<file path="src/rtl/diff_io_pkg.sv">
// Shared types and constants for the differential I/O loopback driver.
package diff_io_pkg;

    typedef enum logic [1:0] {
        IDLE    = 2'd0,
        DRIVE   = 2'd1,
        RELEASE = 2'd2,
        DONE    = 2'd3
    } state_t;

    localparam logic [7:0] LFSR_SEED = 8'h01;
    localparam logic [7:0] LFSR_TAPS = 8'b1011_1000;
    localparam logic [7:0] ERR_MAX   = 8'hFF;

    // One Fibonacci step: shift toward the MSB, tap parity enters at bit 0.
    function automatic logic [7:0] lfsr_step(input logic [7:0] s);
        return {s[6:0], ^(s & LFSR_TAPS)};
    endfunction

endpackage

</file>
<file path="src/rtl/diff_io_lfsr.sv">
// 8-bit pattern generator: reload to the seed or advance one step per request.
module diff_io_lfsr
    import diff_io_pkg::*;
(
    input  logic       clk,
    input  logic       rst_n,
    input  logic       load,
    input  logic       advance,
    output logic [7:0] value
);

    always_ff @(posedge clk or negedge rst_n) begin
        if (!rst_n) begin
            value <= LFSR_SEED;
        end else if (load) begin
            value <= LFSR_SEED;
        end else if (advance) begin
            value <= lfsr_step(value);
        end
    end

endmodule

</file>
<file path="src/rtl/diff_io_link_driver.sv">
// Loopback burst driver for a bidirectional differential pad: sends LFSR bits, checks readback.
// Optional DIFF_IO_SYNC_EN inserts a 2-flop synchronizer on io_o ahead of the compare.
module diff_io_link_driver
    import diff_io_pkg::*;
#(
    parameter int unsigned NUM_BITS       = 32,
    parameter int unsigned BIT_CYCLES     = 4,
    parameter int unsigned RELEASE_CYCLES = 4
) (
    input  logic       clk,
    input  logic       rst_n,
    input  logic       start,
    output logic       io_i,
    output logic       io_t,
    input  logic       io_o,
    output logic       busy,
    output logic       done,
    output logic       pass,
    output logic [7:0] err_count,
    output logic       led
);

    localparam int unsigned CNT_MAX = (BIT_CYCLES > RELEASE_CYCLES) ? BIT_CYCLES : RELEASE_CYCLES;
    localparam int unsigned CNT_W   = $clog2(CNT_MAX + 1);
    localparam int unsigned BIT_W   = 8;

    if (NUM_BITS < 1 || NUM_BITS > 255) begin : g_bad_num_bits
        $error("NUM_BITS must be in 1..255");
    end
    if (RELEASE_CYCLES < 1) begin : g_bad_release_cycles
        $error("RELEASE_CYCLES must be >= 1");
    end

    logic io_o_cmp;

`ifdef DIFF_IO_SYNC_EN
    if (BIT_CYCLES < 3) begin : g_bad_bit_cycles
        $error("BIT_CYCLES must be >= 3 when DIFF_IO_SYNC_EN is defined");
    end

    logic [1:0] sync;

    // Pad readback is asynchronous to clk when the loop crosses the board.
    always_ff @(posedge clk or negedge rst_n) begin
        if (!rst_n) begin
            sync <= 2'b00;
        end else begin
            sync <= {sync[0], io_o};
        end
    end

    assign io_o_cmp = sync[1];
`else
    if (BIT_CYCLES < 1) begin : g_bad_bit_cycles
        $error("BIT_CYCLES must be >= 1");
    end

    assign io_o_cmp = io_o;
`endif

    state_t           state, state_nxt;
    logic [CNT_W-1:0] cyc_cnt, cyc_nxt;
    logic [BIT_W-1:0] bit_cnt, bit_nxt;
    logic [7:0]       err_nxt;
    logic             pass_nxt;
    logic             io_i_nxt, io_t_nxt, busy_nxt, done_nxt;
    logic             lfsr_load, lfsr_adv, mismatch;
    logic [7:0]       lfsr, lfsr_adv_val;

    diff_io_lfsr u_lfsr (
        .clk     (clk),
        .rst_n   (rst_n),
        .load    (lfsr_load),
        .advance (lfsr_adv),
        .value   (lfsr)
    );

    assign lfsr_adv_val = lfsr_step(lfsr);

    always_comb begin
        state_nxt = state;
        cyc_nxt   = cyc_cnt;
        bit_nxt   = bit_cnt;
        err_nxt   = err_count;
        pass_nxt  = pass;
        lfsr_load = 1'b0;
        lfsr_adv  = 1'b0;
        io_i_nxt  = 1'b0;
        // Anything other than a clean equal (including X/Z) is a mismatch.
        mismatch  = 1'b1;
        if (io_o_cmp == lfsr[0]) begin
            mismatch = 1'b0;
        end

        case (state)
            IDLE: begin
                if (start) begin
                    state_nxt = DRIVE;
                    cyc_nxt   = '0;
                    bit_nxt   = '0;
                    err_nxt   = 8'd0;
                    pass_nxt  = 1'b0;
                    lfsr_load = 1'b1;
                end
            end
            DRIVE: begin
                if (cyc_cnt == CNT_W'(BIT_CYCLES - 1)) begin
                    cyc_nxt  = '0;
                    lfsr_adv = 1'b1;
                    if (mismatch && (err_count != ERR_MAX)) begin
                        err_nxt = err_count + 8'd1;
                    end
                    if (bit_cnt == BIT_W'(NUM_BITS - 1)) begin
                        state_nxt = RELEASE;
                    end else begin
                        bit_nxt = bit_cnt + BIT_W'(1);
                    end
                end else begin
                    cyc_nxt = cyc_cnt + CNT_W'(1);
                end
            end
            RELEASE: begin
                if (cyc_cnt == CNT_W'(RELEASE_CYCLES - 1)) begin
                    state_nxt = DONE;
                    cyc_nxt   = '0;
                    pass_nxt  = (err_count == 8'd0);
                end else begin
                    cyc_nxt = cyc_cnt + CNT_W'(1);
                end
            end
            DONE: begin
                state_nxt = IDLE;
            end
            default: begin
                state_nxt = IDLE;
            end
        endcase

        // Pad outputs are registered from the next state so they align with it.
        if (state_nxt == DRIVE) begin
            if (lfsr_load) begin
                io_i_nxt = LFSR_SEED[0];
            end else if (lfsr_adv) begin
                io_i_nxt = lfsr_adv_val[0];
            end else begin
                io_i_nxt = lfsr[0];
            end
        end
        io_t_nxt = (state_nxt != DRIVE);
        busy_nxt = (state_nxt == DRIVE) || (state_nxt == RELEASE);
        done_nxt = (state_nxt == DONE);
    end

    always_ff @(posedge clk or negedge rst_n) begin
        if (!rst_n) begin
            state     <= IDLE;
            cyc_cnt   <= '0;
            bit_cnt   <= '0;
            err_count <= 8'd0;
            pass      <= 1'b0;
            io_i      <= 1'b0;
            io_t      <= 1'b1;
            busy      <= 1'b0;
            done      <= 1'b0;
        end else begin
            state     <= state_nxt;
            cyc_cnt   <= cyc_nxt;
            bit_cnt   <= bit_nxt;
            err_count <= err_nxt;
            pass      <= pass_nxt;
            io_i      <= io_i_nxt;
            io_t      <= io_t_nxt;
            busy      <= busy_nxt;
            done      <= done_nxt;
        end
    end

    assign led = pass;

endmodule
</file>
<file path="config.mk">
export PLATFORM = sky130hd
export DESIGN_NAME = diff_io_link_driver
export DESIGN_NICKNAME = d
export VERILOG_FILES = /design/src/rtl/diff_io_pkg.sv /design/src/rtl/diff_io_lfsr.sv /design/src/rtl/diff_io_link_driver.sv
export SDC_FILE = /design/constraint.sdc
export NUM_CORES = 1
export LEC_CHECK = 0
export BUFFER_PORTS_ARGS = -buffer_cell sky130_fd_sc_hd__buf_2
export CORE_MARGIN = 2
export CORE_UTILIZATION = 45
export DETAILED_ROUTE_END_ITERATION = 16
export GPL_TIMING_DRIVEN = 0
export PLACE_DENSITY = 0.72
export SLEW_MARGIN = 20
export SYNTH_ARGS = -nofsm -noshare
export SYNTH_HDL_FRONTEND = slang
export SYNTH_SLANG_ARGS = --single-unit
</file>
<file path="constraint.sdc">
create_clock -name clk -period 2.15 [get_ports clk]
set_input_delay 0.43 -clock clk [delete_from_list [all_inputs] [get_ports clk]]
set_output_delay 0.43 -clock clk [all_outputs]
set_load 0.01 [all_outputs]
</file>
==> qor.txt <==
CP Buf/Inv Count -> 1
Hold Fails Final Rpt -> 0
Final #Nets -> 221
Ratio of cells with drive above 1 in the final layout -> 20.7%
Leak -> 0.999 nW
Count of distinct cell types in the synthesized netlist -> 38
Total CTS buffers -> 5
Met1 usage -> 23.6%
Initial Util -> 47.7%
Fmax -> 502 MHz
Pre-CTS setup slack -> -0.340 ns
Data required, critical path -> 2.38 ns
Fill cell count -> 357
Via count -> 1372
CTS sink cnt -> 34
Core Area -> 0.00374 mm²
Grt total ovfl -> 0
Worst vdd ir -> 0.654 mV
Post-DP Area -> 0.00193 mm²
Synthesized instance count -> 180
Vias in the first global route -> 1246
Hold crit path type -> in -> async
Share of the yosys chip area belonging to registers -> 47.8%
Cell Pwr Density -> 1210 mW/mm²
Critical Path Max Stage Delay -> 0.54 ns
I/O Pins -> 18
Drt first-iter violations -> 104
GP Congestion -> 0.749
Syn nets -> 194
Ant diodes -> 0
Worst-margin pin slew -> 0.744 ns
Final Instance Area -> 0.00207 mm²
Yosys warns -> 0
Largest net degree at the start of global routing -> 35
Die width -> 67.0 µm
FF+latch count, synth -> 34
Worst-Skew Late Latency -> 0.29 ns
Arrival time at the worst endpoint -> 2.22 ns
RSZ-0062 raised after global routing -> false
Post-Syn Area -> 0.00179 mm²
Antenna-violating nets left -> 0
CP max stage cell -> or4b_1
Max-Cap Viols -> 0
Setup TNS -> 0 ns
CP Launch Type -> flip-flop
DRC -> 0
Die Y -> 67.0 µm
Area grow syn2layout -> 16.0%
Worst slew margin relative to its limit -> 50.4%
Final WS setup -> 0.160 ns
CTS max path bufs -> 2
WS Path Type -> reg -> reg
All-Layer GR Usage -> 17.8%
Pre-Repair DR Iteration Count -> 4
TritonCTS clock tree -> done
Crit end category -> flip-flop
Placed wire-length estimate -> 2.34 mm
Max-slew violations -> 0
Most frequent CP cell -> nand3_1
H-Tree Depth -> 2
Routing usage on met2 -> 27.2%
Power Total -> 2.51 mW
Final min period -> 1.99 ns
Finished Layout Cells -> 256
Async set-or-reset flop fraction in the synthesized netlist -> 100%
Post-synth EDFFs -> 0
Skew final -> 0.00665 ns
Root buf cell -> clkbuf_8
Setup-violating endpoint count in the final report -> 0
Drt via density -> 5.36
CP max FO -> 5
First-pass GRT wire length -> 5.88 mm
Initial antenna violation count -> 0
Post-synth top flop -> dfrtp_1
Reg clk slew, reported paths -> 0.07 ns
Syn Area/Cell -> 9.93 µm²
Crit-path cells -> inv_1 -> ha_2 -> nor2_1 -> a211oi_4 -> nand3_1 -> or4b_1 -> nand3_1
Most used routing layer in global routing -> met2
Die Area -> 0.00449 mm²
Drt total wl -> 3.40 mm
GRT met3 Usage -> 5.07%
Buffers on Ports -> 17
Status -> finished clean
Worst path top cell family by delay -> simple AND/OR/NAND/NOR gates
Crit share post-route -> 92.6%
Std cell rows -> 22
WL/cell -> 13.3 µm
Cells after DPL -> 245
[layer usage]
| layer | routed length, µm | vias up | part of all wire (%) |
|---|---|---|---|
| li1 | - | 688 | - |
| met1 | 1640 | 657 | 48 |
| met2 | 1590 | 23 | 47 |
| met3 | 139 | 4 | 4.1 |
| met4 | 36 | 0 | 1.1 |
| met5 | 0 | - | 0 |
[repair_timing]
| action | 4_1_cts | 5_1_grt |
|---|---|---|
| cloned | 0 | 0 |
| pin swaps | 1 | 1 |
| setup buffers | 2 | 2 |
| gates resized for setup | 4 | 7 |
| setup endpoints to repair | 8 | 7 |
| hold buffers | 0 | 0 |
[per-stage QoR]
step           hold slack, ns  util [%]
6_report                0.198      55.4
5_1_grt                 0.273      55.4
4_1_cts                 0.222      54.7
3_5_place_dp            0.491      51.6
3_3_place_gp            0.470      51.6
2_1_floorplan           0.134         -
[cells by family (layout without fill, tap and decap cells)]
| group | count (synthesis) | in the layout | synth area share, % |
|---|---|---|---|
| DFF | 34 | 34 | 47.8 |
| xor gates and xnor gates | 9 | 9 | 4.41 |
| muxes | 1 | 1 | 0.630 |
| AOI/OAI and AO/OA | 40 | 40 | 15.8 |
| adders and majority gates | 10 | 10 | 7.00 |
| buffers and inverters | 14 | 42 | 3.43 |
| and+or+nand+nor | 72 | 72 | 21.0 |
[final timing paths]
| path | start | end | slack [ns] | cells past startpoint |
|---|---|---|---|---|
| worst max-delay path | state[1]$_DFF_PN0_ | err_count[3]$_DFFE_PN0P_ | 0.16 | 7 |
| worst min-delay path | rst_n | bit_cnt[6]$_DFFE_PN0P_ | 0.20 | 1 |
| worst max register to register | state[1]$_DFF_PN0_ | err_count[3]$_DFFE_PN0P_ | 0.16 | 7 |
| worst min register to register | cyc_cnt[0]$_DFFE_PN0P_ | cyc_cnt[0]$_DFFE_PN0P_ | 0.50 | 1 |
| max in group asynchronous | rst_n | err_count[6]$_DFFE_PN0P_ | 1.48 | 1 |
| min in group clk | cyc_cnt[0]$_DFFE_PN0P_ | cyc_cnt[0]$_DFFE_PN0P_ | 0.50 | 1 |
[cells in the final DEF, fill, tap and decap left out, types with 2 or more instances in the layout]
cell type	n
dfrtp_1	32
buf_2	20
nand2_1	20
nand3_1	16
o21ai_0	13
nor2_1	9
a22o_1	9
ha_1	9
inv_1	8
xor2_1	8
buf_4	6
clkbuf_8	6
nor2b_1	5
a21oi_1	4
or3_1	4
and3_1	3
or4b_1	3
nor3_1	2
and2_1	2
a22oi_1	2
a31oi_1	2
nand2b_1	2
a21o_1	2
dfstp_2	2
[report_power, final]
part | switching, mW | total, mW | internal (mW) | leakage, nW
registers | 0.170 | 0.991 | 0.821 | 0.445
clock network | 0.246 | 0.503 | 0.257 | 0.0472
logic | 0.581 | 1.02 | 0.434 | 0.507
total | 0.997 | 2.51 | 1.51 | 0.999
[cell usage after synthesis, types with 4 or more instances]
master / n / area (µm²)
a21oi_1: 4 / 20.0
xor2_1: 8 / 70.1
nand2_1: 20 / 75.1
dfrtp_1: 32 / 801
nor2b_1: 5 / 31.3
a22o_1: 9 / 78.8
nor2_1: 10 / 37.5
o21ai_0: 14 / 70.1
ha_1: 10 / 125
nand3_1: 16 / 80.1
inv_1: 8 / 30.0
or3_1: 4 / 25.0
[area by class of cell]
class                   instances  area (µm²)  share of cell area, %
inverters                       8        30.0                   1.45
clock buffers                   6        82.6                   3.98
repair buffers                 21         115                   5.55
well taps                      48        60.1                   2.90
multi-input cells             132         890                   42.9
clock inverters                 2        12.5                  0.603
plain buffers                   5        30.0                   1.45
flip-flops and latches         34         853                   41.2
[registers in the layout, summed over array words and instances, names as in the netlist]
register,cells
bit_cnt,8
io_t,1
cyc_cnt,3
io_i,1
done,1
state,2
u_lfsr.value,8
busy,1
err_count,8
led,1
[worst register-to-register path, cell delays in order, from the launching register on]
cell      delay (ns)
dfrtp_1         0.40
inv_1           0.10
ha_2            0.27
nor2_1          0.10
a211oi_4        0.25
nand3_1         0.18
or4b_1          0.54
nand3_1         0.10
No activity file was read; power rests on OpenSTA's default activity.
